$ cat config.mk
export PLATFORM = sky130hd
export DESIGN_NAME = fifo_rd_unpacker_flat
export DESIGN_NICKNAME = d
export VERILOG_FILES = /design/src/rtl/fifo_rd_unpacker_if.sv /design/src/rtl/fifo_rd_unpacker.sv /design/src/flat_wrapper.sv
export SDC_FILE = /design/constraint.sdc
export NUM_CORES = 1
export LEC_CHECK = 0
export ABC_AREA = 0
export CAP_MARGIN = 20
export CORE_MARGIN = 2
export CORE_UTILIZATION = 40
export CTS_CLUSTER_SIZE = 12
export DETAILED_ROUTE_END_ITERATION = 7
export PLACE_DENSITY = 0.68
export SYNTH_ARGS = -nofsm -noshare
export SYNTH_HDL_FRONTEND = slang
export SYNTH_SLANG_ARGS = --single-unit
export TNS_END_PERCENT = 1
$ cat constraint.sdc
create_clock -name clk -period 1.75 [get_ports clk]
set_input_delay 0.35 -clock clk [delete_from_list [all_inputs] [get_ports clk]]
set_output_delay 0.35 -clock clk [all_outputs]
set_load 0.01 [all_outputs]
$ cat src/rtl/fifo_rd_unpacker_if.sv
// Bus bundle for fifo_rd_unpacker: FIFO read port on one side, beat stream on the other.
// master = unpacker side, slave = FIFO/downstream side.
interface fifo_rd_unpacker_if #(
    parameter int unsigned IN_W  = 32,
    parameter int unsigned OUT_W = 8
);
    logic             fifo_empty;
    logic             fifo_rd_en;
    logic [IN_W-1:0]  fifo_data;
    logic [OUT_W-1:0] out_data;
    logic             out_valid;
    logic             out_ready;
    logic             out_last;

    modport master (
        input  fifo_empty, fifo_data, out_ready,
        output fifo_rd_en, out_data, out_valid, out_last
    );

    modport slave (
        output fifo_empty, fifo_data, out_ready,
        input  fifo_rd_en, out_data, out_valid, out_last
    );
endinterface

$ cat src/rtl/fifo_rd_unpacker.sv
// Pops IN_W-bit words from the async FIFO read port and streams them out as OUT_W-bit beats.
// Optional statistics counters (word_cnt, stall_cnt) are built when UNPACK_STATS_EN is defined.
module fifo_rd_unpacker #(
    parameter int unsigned IN_W      = 32,
    parameter int unsigned OUT_W     = 8,
    parameter bit          MSB_FIRST = 1'b1,
    parameter int unsigned CNT_W     = 16
) (
    input  logic                     clk,
    input  logic                     rst,
    fifo_rd_unpacker_if.master       bus,
    output logic                     busy
`ifdef UNPACK_STATS_EN
    ,
    output logic [CNT_W-1:0]         word_cnt,
    output logic [CNT_W-1:0]         stall_cnt
`endif
);

    localparam int unsigned RATIO  = IN_W / OUT_W;
    localparam int unsigned BEAT_W = (RATIO > 1) ? $clog2(RATIO) : 1;
    localparam logic [BEAT_W-1:0] LAST_BEAT = BEAT_W'(RATIO - 1);

    if ((IN_W % OUT_W) != 0 || RATIO == 0 || CNT_W == 0) begin : g_bad_cfg
        $error("fifo_rd_unpacker: IN_W must be a non-zero multiple of OUT_W and CNT_W > 0");
    end

    typedef enum logic [1:0] {
        IDLE = 2'd0,
        WAIT = 2'd1,
        SEND = 2'd2
    } state_e;

    state_e             state_q, state_d;
    logic               fifo_rd_en_q, fifo_rd_en_d;
    logic               out_valid_q, out_valid_d;
    logic               out_last_q, out_last_d;
    logic [OUT_W-1:0]   out_data_q, out_data_d;
    logic [IN_W-1:0]    hold_q, hold_d;
    logic [BEAT_W-1:0]  beat_q, beat_d;
    logic               busy_q, busy_d;

    logic               xfer_c;
    logic               last_xfer_c;
    logic [BEAT_W-1:0]  next_beat_c;

    function automatic logic [OUT_W-1:0] slice(input logic [IN_W-1:0]   word,
                                               input logic [BEAT_W-1:0] beat);
        int unsigned lane;
        lane = MSB_FIRST ? (RATIO - 1 - 32'(beat)) : 32'(beat);
        return OUT_W'(word >> (lane * OUT_W));
    endfunction

    assign xfer_c      = out_valid_q && bus.out_ready;
    assign last_xfer_c = xfer_c && (beat_q == LAST_BEAT);
    assign next_beat_c = beat_q + BEAT_W'(1);

    always_ff @(posedge clk or negedge rst) begin
        if (!rst) begin
            state_q <= IDLE;
        end else begin
            state_q <= state_d;
        end
    end

    always_comb begin
        state_d = state_q;
        case (state_q)
            IDLE:    if (fifo_rd_en_q) state_d = WAIT;
            WAIT:    state_d = SEND;
            SEND:    if (last_xfer_c) state_d = IDLE;
            default: state_d = IDLE;
        endcase
    end

    // The read strobe is registered one cycle ahead: it is decided in IDLE, or on the
    // final beat transfer so back-to-back words cost only the IDLE+WAIT bubble.
    always_comb begin
        fifo_rd_en_d = 1'b0;
        out_valid_d  = out_valid_q;
        out_last_d   = out_last_q;
        out_data_d   = out_data_q;
        hold_d       = hold_q;
        beat_d       = beat_q;
        busy_d       = (state_d != IDLE);
        case (state_q)
            IDLE: begin
                fifo_rd_en_d = !fifo_rd_en_q && !bus.fifo_empty;
            end
            WAIT: begin
                hold_d      = bus.fifo_data;
                beat_d      = '0;
                out_valid_d = 1'b1;
                out_data_d  = slice(bus.fifo_data, BEAT_W'(0));
                out_last_d  = (LAST_BEAT == '0);
            end
            SEND: begin
                if (last_xfer_c) begin
                    out_valid_d  = 1'b0;
                    out_last_d   = 1'b0;
                    out_data_d   = '0;
                    beat_d       = '0;
                    fifo_rd_en_d = !bus.fifo_empty;
                end else if (xfer_c) begin
                    beat_d     = next_beat_c;
                    out_data_d = slice(hold_q, next_beat_c);
                    out_last_d = (next_beat_c == LAST_BEAT);
                end
            end
            default: ;
        endcase
    end

    always_ff @(posedge clk or negedge rst) begin
        if (!rst) begin
            fifo_rd_en_q <= 1'b0;
            out_valid_q  <= 1'b0;
            out_last_q   <= 1'b0;
            out_data_q   <= '0;
            hold_q       <= '0;
            beat_q       <= '0;
            busy_q       <= 1'b0;
        end else begin
            fifo_rd_en_q <= fifo_rd_en_d;
            out_valid_q  <= out_valid_d;
            out_last_q   <= out_last_d;
            out_data_q   <= out_data_d;
            hold_q       <= hold_d;
            beat_q       <= beat_d;
            busy_q       <= busy_d;
        end
    end

    assign bus.fifo_rd_en = fifo_rd_en_q;
    assign bus.out_valid  = out_valid_q;
    assign bus.out_last   = out_last_q;
    assign bus.out_data   = out_data_q;
    assign busy           = busy_q;

`ifdef UNPACK_STATS_EN
    logic [CNT_W-1:0] word_cnt_q, word_cnt_d;
    logic [CNT_W-1:0] stall_cnt_q, stall_cnt_d;

    // Saturating counters; only reset clears them.
    always_comb begin
        word_cnt_d  = word_cnt_q;
        stall_cnt_d = stall_cnt_q;
        if (last_xfer_c && (word_cnt_q != '1)) begin
            word_cnt_d = word_cnt_q + CNT_W'(1);
        end
        if (out_valid_q && !bus.out_ready && (stall_cnt_q != '1)) begin
            stall_cnt_d = stall_cnt_q + CNT_W'(1);
        end
    end

    always_ff @(posedge clk or negedge rst) begin
        if (!rst) begin
            word_cnt_q  <= '0;
            stall_cnt_q <= '0;
        end else begin
            word_cnt_q  <= word_cnt_d;
            stall_cnt_q <= stall_cnt_d;
        end
    end

    assign word_cnt  = word_cnt_q;
    assign stall_cnt = stall_cnt_q;
`endif

endmodule
$ cat src/flat_wrapper.sv
// flat-port wrapper written by rule: the top's interface ports become plain ports
module fifo_rd_unpacker_flat 
#(
    parameter int unsigned IN_W      = 32,
    parameter int unsigned OUT_W     = 8,
    parameter bit          MSB_FIRST = 1'b1,
    parameter int unsigned CNT_W     = 16
)
  (clk, rst, busy, bus_fifo_empty, bus_fifo_data, bus_out_ready, bus_fifo_rd_en, bus_out_data, bus_out_valid, bus_out_last);
  fifo_rd_unpacker_if #(.IN_W(IN_W), .OUT_W(OUT_W)) bus_i ();
  input  logic clk;
  input  logic rst;
  output logic busy;
  input wire logic [$bits(bus_i.fifo_empty)-1:0] bus_fifo_empty;
  input wire logic [$bits(bus_i.fifo_data)-1:0] bus_fifo_data;
  input wire logic [$bits(bus_i.out_ready)-1:0] bus_out_ready;
  output wire logic [$bits(bus_i.fifo_rd_en)-1:0] bus_fifo_rd_en;
  output wire logic [$bits(bus_i.out_data)-1:0] bus_out_data;
  output wire logic [$bits(bus_i.out_valid)-1:0] bus_out_valid;
  output wire logic [$bits(bus_i.out_last)-1:0] bus_out_last;
  assign bus_i.fifo_empty = bus_fifo_empty;
  assign bus_i.fifo_data = bus_fifo_data;
  assign bus_i.out_ready = bus_out_ready;
  assign bus_fifo_rd_en = bus_i.fifo_rd_en;
  assign bus_out_data = bus_i.out_data;
  assign bus_out_valid = bus_i.out_valid;
  assign bus_out_last = bus_i.out_last;
  fifo_rd_unpacker #(.IN_W(IN_W), .OUT_W(OUT_W), .MSB_FIRST(MSB_FIRST), .CNT_W(CNT_W)) u_core (.clk(clk), .rst(rst), .bus(bus_i), .busy(busy));
endmodule
# After elaboration in Yosys (flattened, before gate mapping)

Cells that the tools add are included.

Mux-type cells: 16
Shift-type cells: 1
Reduce and logical (&&, ||, !) cells: 10
Add/subtract/negate cells: 2
Div/mod/pow operators: 0
Equality and inequality tests: 6
Multiply operators: 0
Order comparisons: 0
Bitwise gates (word level): 0

Operators with widths:

| operator                                                           | number |
|---|---|
| 32-bit by 32-bit >> shifter with 8-bit output                      | 1 |
| 8-bit two-way mux                                                  | 2 |
| 8-bit one-hot mux with 2 select lines                              | 1 |
| 2-bit two-way mux                                                  | 4 |
| 2-bit == test (second input constant)                              | 3 |
| 1-bit one-hot mux with 2 select lines                              | 3 |
| 2-bit one-hot mux with 3 select lines                              | 1 |
| 1-bit two-way mux                                                  | 4 |
| 2-bit one-hot mux with 2 select lines                              | 1 |
| 2-bit AND reduction                                                | 2 |
| 2-bit nonzero test                                                 | 2 |
| 1-bit logical AND                                                  | 3 |
| 3-bit by 1-bit != test with 1-bit output (second input constant)   | 1 |
| 2-bit by 2-bit subtractor with 3-bit output (first input constant) | 1 |
| 2-bit by 1-bit adder with 2-bit output (second input constant)     | 1 |
| 2-bit by 1-bit == test with 1-bit output (second input constant)   | 1 |
| 1-bit logical NOT                                                  | 2 |
| 2-bit logical NOT                                                  | 1 |
| 2-bit by 1-bit != test with 1-bit output (second input constant)   | 1 |

Memories: 0
Input bits: 36
Word-level logic and storage cells: 43
Latch bits: 0
Memory bits (writable): 0
Output and inout bits: 12
Flip-flop bits (word level): 48
ROM bits: 0

# Logic depth before layout (Yosys ltp)

Gate-level depths: netlist of run 1.

Depth after elaboration: 6
Gate-level depth with buffers: 7
Gate-level depth less buffers: 5

# Worst setup path before layout of run 1

Ideal clock, no wire load.

Path kind: flip-flop to flip-flop
Start: register u_core.beat_q[0]
End: register u_core.out_data_q[0] (netlist: u_core.bus.out_data[0])
Cell stages (with the launch flop): 7
Slack: -0.144 ns
Data required time: 1.624 ns
Data arrival time: 1.768 ns
Buffers on the path: 2
Setup time: 0.126 ns
Clock period less this slack: 1.894 ns
Path through: dfrtp_1 -> buf_6 -> inv_1 -> ha_1 -> clkbuf_1 -> mux4_2 -> a221o_1

Longest elaborated chain between the ends: 6
Elaborated cells on any way between the ends: 10
Classes of those cells: add/sub (2); eq/ne (2); shift (1); mux (3); reduce/logical (2)

Ends and longest elaborated chain:

| element                                       | RTL line                | text |
|---|---|---|
| start, declared                               | fifo_rd_unpacker.sv:40  | `logic [BEAT_W-1:0] beat_q, beat_d;` |
| start signal, assigned                        | fifo_rd_unpacker.sv:129 | `beat_q <= beat_d;` |
| 2-bit by 1-bit adder with 2-bit output        | fifo_rd_unpacker.sv:56  | `assign next_beat_c = beat_q + BEAT_W'(1);` |
| 2-bit by 2-bit subtractor with 3-bit output   | fifo_rd_unpacker.sv:50  | `lane = MSB_FIRST ? (RATIO - 1 - 32'(beat)) : 32'(beat);` |
| 32-bit by 32-bit >> shifter with 8-bit output | fifo_rd_unpacker.sv:51  | `return OUT_W'(word >> (lane * OUT_W));` |
| 8-bit two-way mux                             | fifo_rd_unpacker.sv:104 | `end else if (xfer_c) begin` |
| 8-bit two-way mux                             | fifo_rd_unpacker.sv:98  | `if (last_xfer_c) begin` |
| 8-bit one-hot mux with 2 select lines         | fifo_rd_unpacker.sv:86  | `case (state_q)` |
| end signal, assigned                          | fifo_rd_unpacker.sv:127 | `out_data_q <= out_data_d;` |
| end, declared                                 | fifo_rd_unpacker.sv:38  | `logic [OUT_W-1:0] out_data_q, out_data_d;` |

Several ways; a longest one is shown, not always the timed one. The select of a mux whose other input is x is not followed.
A chain may end at the register's enable or synchronous reset.

# Worst setup path in the final report of run 1

Start: register u_core.out_valid_q (netlist: u_core.bus.out_valid)
End: output bus_out_valid

RTL lines:

| element                | RTL line                | text |
|---|---|---|
| start, declared        | fifo_rd_unpacker.sv:36  | `logic out_valid_q, out_valid_d;` |
| start signal, assigned | fifo_rd_unpacker.sv:125 | `out_valid_q <= out_valid_d;` |
| end, declared          | flat_wrapper.sv:19      | `output wire logic [$bits(bus_i.out_valid)-1:0] bus_out_valid;` |

No word-level cell between the ends.

==> results of run 1 <==
[cell type report]
| type | instances | area share |
|---|---|---|
| clock buffers | 8 | 0.0312 |
| inverters | 7 | 0.00909 |
| well taps | 70 | 0.0303 |
| flip-flops and latches | 48 | 0.416 |
| multi-input cells | 88 | 0.319 |
| repair buffers | 58 | 0.194 |
[report_power, final]
group	leakage, nW	switching (mW)	internal (mW)
sequential	0.575	0.302	1.65
clock	0.0455	0.353	0.323
combinational	0.606	0.894	1.35
total	1.23	1.55	3.32
[state kept, by name, indices dropped and copies added (netlist names)]
signal	cells
u_core.bus.fifo_rd_en	1
u_core.state_q	2
u_core.busy	1
u_core.beat_q	2
u_core.bus.out_data	8
u_core.hold_q	32
u_core.bus.out_valid	1
u_core.bus.out_last	1
[cell usage in the layout (no fill, tap or decap), drive strengths merged, types with 5 or more instances in the layout]
cell type / instances
nand2: 5
and3: 8
buf: 12
clkdlybuf4s50: 46
ha: 6
mux4: 8
inv: 7
clkbuf: 8
dfrtp: 48
a221o: 8
mux2: 33
[timing repair]
action | CTS | global route
gates resized for setup | 1 | 2
cloned | 0 | 0
setup buffers | 0 | 0
endpoints found under the setup margin | 3 | 8
[final timing paths]
check / end / slack [ps] / cells after the start
max: bus_out_valid / 90 / 1
max reg2reg: u_core.bus.out_data[1] / 90 / 5
max in group asynchronous: u_core.state_q[1] / 1490 / 2
min in group clk: u_core.hold_q[16] / 510 / 1
min reg2reg: u_core.hold_q[16] / 510 / 1
min: u_core.bus.out_data[7] / 20 / 2
[cells by family after synthesis]
| kind of cell | synth area share |
|---|---|
| AOI/OAI and AO/OA | 0.0646 |
| adders and majority gates | 0.0343 |
| buffers and inverters | 0.0303 |
| DFF | 0.549 |
| muxes | 0.261 |
| and+or+nand+nor | 0.0601 |
[stage by stage]
| step | cell area (µm²) | hold WS, ps | util | TNS [ps] |
|---|---|---|---|---|
| floorplan | 2190 | 54.4 | - | 0 |
| global placement | 2800 | 350 | 0.537 | 0 |
| detailed placement | 2800 | 356 | 0.537 | -16.3 |
| CTS | 2890 | 32.2 | 0.555 | 0 |
| global route | 2890 | 31.0 | 0.555 | 0 |
| finish | 2890 | 19.8 | 0.555 | 0 |
[routing by layer]
| layer | vias to the layer above | track usage |
|---|---|---|
| li1 | 675 | - |
| met1 | 743 | 0.212 |
| met2 | 43 | 0.264 |
| met3 | 9 | 0.0465 |
| met4 | 0 | 0.0579 |
| met5 | - | 0 |
==> flow_metrics.tcl, run 1 <==
set metrics [dict create \
    actual_slew_at_the_worst_max_slew_pin_ps 446 \
    multi_input_comb_area_um2 923 \
    path_buf_inv 1 \
    timing.critical_path.from "u_core.bus.out_valid" \
    final_hold_fails 0 \
    synth_top_cell_by_area "dfrtp_1" \
    crit_arrival_ps 1310 \
    grt_usage 0.164 \
    diodes 0 \
    synth.yosys.seq_area_share 0.549 \
    synth.net_count 192 \
    layout_overhead_on_the_synthesized_area_pct 32.2 \
    drt_wl_total_um 4540 \
    cp_max_fo 6 \
    worst_skew_pair_later_pin_latency_ps 300 \
    unrepaired_setup_endpoints_after_global_routing "false" \
    top_level_ports 48 \
    cts_buffers 5 \
    timing.critical_path.max_delay_family "buffers and inverters" \
    final_layout_size_suffix_gt1_frac 0.306 \
    count_of_routing_violations_after_the_opening_detailed_route_iteration 60 \
    synth-async-reset-ratio 1.00 \
    post_synth_num_cell_types 26 \
    stdcell_count 279 \
    yosys.area.top_type_share 0.549 \
    die-area_mm2 0.00608 \
    top_layer_used "met4" \
    die_y_um 77.9 \
    met2RoutedLength_um 2250 \
    grt_overflow_total 0 \
    clkSinkCount 48 \
    finClkSkew_ps 7.36 \
    critical_path.max_stage_delay_ps 570 \
    detail_route.drc_violations 0 \
    post_drt_via_cell_ratio 5.27 \
    port_buffers 47 \
    cap_viol_max_count 0 \
    timing.critical_path.required_ps 1400 \
    clk_path_buf_depth 2 \
    synth_warnings 0 \
    synthesis.instances 150 \
    timing_max_transition_violations_final 0 \
    pwr_density_cell_mw_per_mm2 1680 \
    final_critical_path_setup_slack_ps 87.5 \
    synth_commonest_cells "dfrtp_1, mux2_2, a221o_1, and3_1, mux4_2" \
    worstReg2RegStart "u_core.state_q[1]" \
    maxClockFrequency_mhz 602 \
    finalWorstPathRequiredPeriod_ps 1660 \
    synth_ff_type "dfrtp_1" \
    final_gp_congestion 0.751 \
    wire_per_inst_um 16.3 \
    h-tree-depth 2 \
    static_leakage_nw 1.23 \
    clock-root-buffer "clkbuf_8" \
    fin_crit_sh 0.950 \
    die_width_um 77.9 \
    via_count 1470 \
    power_mw 4.86 \
    cts_hold_buffers 0 \
    largest_net_degree_at_the_start_of_global_routing 49 \
    worst_setup_slack_after_placement_ps -11.6 \
    path_cells "clkdlybuf4s50_1" \
    core_region_area_mm2 0.00520 \
    slowest_stage "clkdlybuf4s50_1" \
    initial_antenna_violation_count 0 \
    layout.nets 250 \
    ys_ff_latch 48 \
    nFillCells 439 \
    synth.cell_area_mm2 0.00219 \
    cts_tree "done" \
    regArea_mm2 0.00120 \
    first_pass_iters 4 \
    met3RoutedLength_um 226 \
    path_clk_slew_ps 80 \
    start_util 0.420 \
    maxSlewHeadroom 0.695 \
    dp_cells 271 \
    status "complete, no violations" \
    rows 26 \
    crit_type "register to primary output" \
    first_pass_grt_wire_length_um 7730 \
    finalSetupViolCount 0 \
    worstSetupStartpointType "register" \
    post_synth_main_area_contributors "dfrtp_1, mux2_2, mux4_2" \
    most_instantiated_library_cell_after_synthesis "dfrtp_1" \
    drtAntennaViolNets 0 \
    timing.hold.worst.class "input port to async pin" \
    dp_hpwl_um 3260 \
    synth-edff-count 0 \
    wl_met1_um 2000 \
    irDropWorstVdd_mv 0.772 \
    worstSetupEndpointType "primary output" \
    first_global_vias 1546 \
    postSynthAreaPerCell_um2 14.6 \
]
Power figures use the tool's default switching activity.
==> run 2: changes to the inputs <==
--- a/config.mk
+++ b/config.mk
@@ -7,6 +7,7 @@
 export LEC_CHECK = 0
 export ABC_AREA = 0
 export CAP_MARGIN = 20
+export CORE_ASPECT_RATIO = 1.75
 export CORE_MARGIN = 2
 export CORE_UTILIZATION = 40
 export CTS_CLUSTER_SIZE = 12
==> flow_metrics.tcl, run 2 (synthesized netlist as in run 1, its figures left out) <==
set metrics [dict create \
    status "complete, no violations" \
    timing.critical_path.required_ps 1930 \
    regArea_mm2 0.00120 \
    clk_path_buf_depth 2 \
    die_width_um 59.9 \
    worstSetupEndpointType "register" \
    core_region_area_mm2 0.00526 \
    clkSinkCount 48 \
    crit_arrival_ps 1870 \
    via_count 1480 \
    top_level_ports 48 \
    h-tree-depth 2 \
    mostFrequentLayoutCells "dfrtp_1, clkdlybuf4s50_1, mux2_2" \
    worst_path_most_repeated_cell "inv_1" \
    final.setup.tns_ps 0 \
    slowest_stage "dfrtp_1" \
    detail_route.drc_violations 0 \
    dpl_cell_area_mm2 0.00276 \
    drt_wl_total_um 4780 \
    timing.critical_path.from "u_core.state_q[1]" \
    fin_area_mm2 0.00287 \
    path_clk_slew_ps 90 \
    final_hold_fails 0 \
    actual_slew_at_the_worst_max_slew_pin_ps 592 \
    rows 35 \
    r2r_endpoint "u_core.bus.out_data[5]" \
    reg2regPathDepth 5 \
    largest_net_degree_at_the_start_of_global_routing 49 \
    final_layout_size_suffix_gt1_frac 0.313 \
    wire_per_inst_um 18.2 \
    die_y_um 102 \
    static_leakage_nw 1.22 \
    first_pass_iters 4 \
    dp_hpwl_um 3540 \
    maxClockFrequency_mhz 591 \
    cap_viol_max_count 0 \
    crit_type "register to register" \
    fin_crit_sh 0.966 \
    path_cells "inv_1 > ha_1 > inv_1 > a21o_2 > a221o_1" \
    critical_path_cell_count 5 \
    pwr_density_cell_mw_per_mm2 1710 \
    grt_overflow_total 0 \
    initial_antenna_violation_count 0 \
    largest_register_ffs 32 \
    first_global_vias 1650 \
    critical_path.max_stage_delay_ps 440 \
    post_drt_via_cell_ratio 5.63 \
    cts_tree "done" \
    first_pass_grt_wire_length_um 7850 \
    endpoint "u_core.bus.out_data[5]" \
    path_buf_inv 2 \
    finalWorstPathRequiredPeriod_ps 1690 \
    timing.reg2reg.setup_slack_ps 60 \
    count_of_routing_violations_after_the_opening_detailed_route_iteration 64 \
    largest_register "u_core.hold_q" \
    dp_cells 255 \
    irDropWorstVdd_mv 0.821 \
    layout.nets 249 \
    timing.hold.worst.class "input port to async pin" \
    cp_max_fo 10 \
    finalSetupViolCount 0 \
    nFillCells 456 \
    worstSetupStartpointType "register" \
    timing_max_transition_violations_final 0 \
    die-area_mm2 0.00610 \
    start_util 0.416 \
    diodes 0 \
    cts_hold_buffers 0 \
    unrepaired_setup_endpoints_after_global_routing "false" \
    most_frequent_standard_cell_in_the_layout_excluding_fill_and_tap_cells "dfrtp_1" \
    final_gp_congestion 0.774 \
    finClkSkew_ps 6.30 \
    multi_input_comb_area_um2 936 \
    port_buffers 47 \
    clock-root-buffer "clkbuf_8" \
    drtAntennaViolNets 0 \
    maxSlewHeadroom 0.605 \
    timing.critical_path.max_delay_family "compound AO/OA/AOI/OAI gates" \
    layout_overhead_on_the_synthesized_area_pct 31.0 \
    worstReg2RegStart "u_core.state_q[1]" \
    cts_buffers 5 \
    worst_skew_pair_later_pin_latency_ps 300 \
    grt_usage 0.174 \
    stdcell_count 263 \
]
-- run 2: worst min path at each step --
stage,to,slack (ps)
after floorplan,u_core.beat_q[0],50
after global placement,u_core.hold_q[7],460
final,u_core.hold_q[15],140
after detailed placement,u_core.hold_q[15],480
after CTS,u_core.hold_q[15],150
after global routing,u_core.hold_q[15],180
-- run 2: final cells by class --
type | instances | area share
clock inverters | 2 | 0.00349
inverters | 7 | 0.00917
repair buffers | 57 | 0.189
well taps | 55 | 0.0240
flip-flops and latches | 48 | 0.419
multi-input cells | 88 | 0.327
clock buffers | 6 | 0.0288
-- run 2: what timing repair did --
| action | 4_1_cts | 5_1_grt |
|---|---|---|
| setup endpoints to repair | 8 | 9 |
| pin swaps | 0 | 0 |
| resized for setup | 1 | 3 |
| buffers inserted | 0 | 0 |
| cloned | 0 | 0 |
-- run 2: per-stage QoR --
step / setup slack (ps) / utilization / hold slack [ps] / total power [mW]
final: 59.4 / 0.545 / 135 / 4.90
after global routing: 0.665 / 0.545 / 176 / 5.23
after CTS: 36.1 / 0.543 / 154 / 4.92
after detailed placement: -47.3 / 0.525 / 483 / 4.24
after global placement: 20.2 / 0.525 / 465 / 4.09
after floorplan: 23.8 / - / 54.4 / 3.47
-- run 2: where the power goes --
part	switching, mW	internal, mW	total [mW]
logic	0.917	1.35	2.27
clock network	0.363	0.316	0.679
registers	0.307	1.65	1.95
-- run 2: per-layer routing --
layer  vias to the layer above  wire length (µm)  GRT usage
met3                         7               195     0.0342
met4                         0                65     0.0564
met1                       760              1690      0.191
met2                        40              2830      0.325
met5                         -                 0          0
li1                        673                 -          -
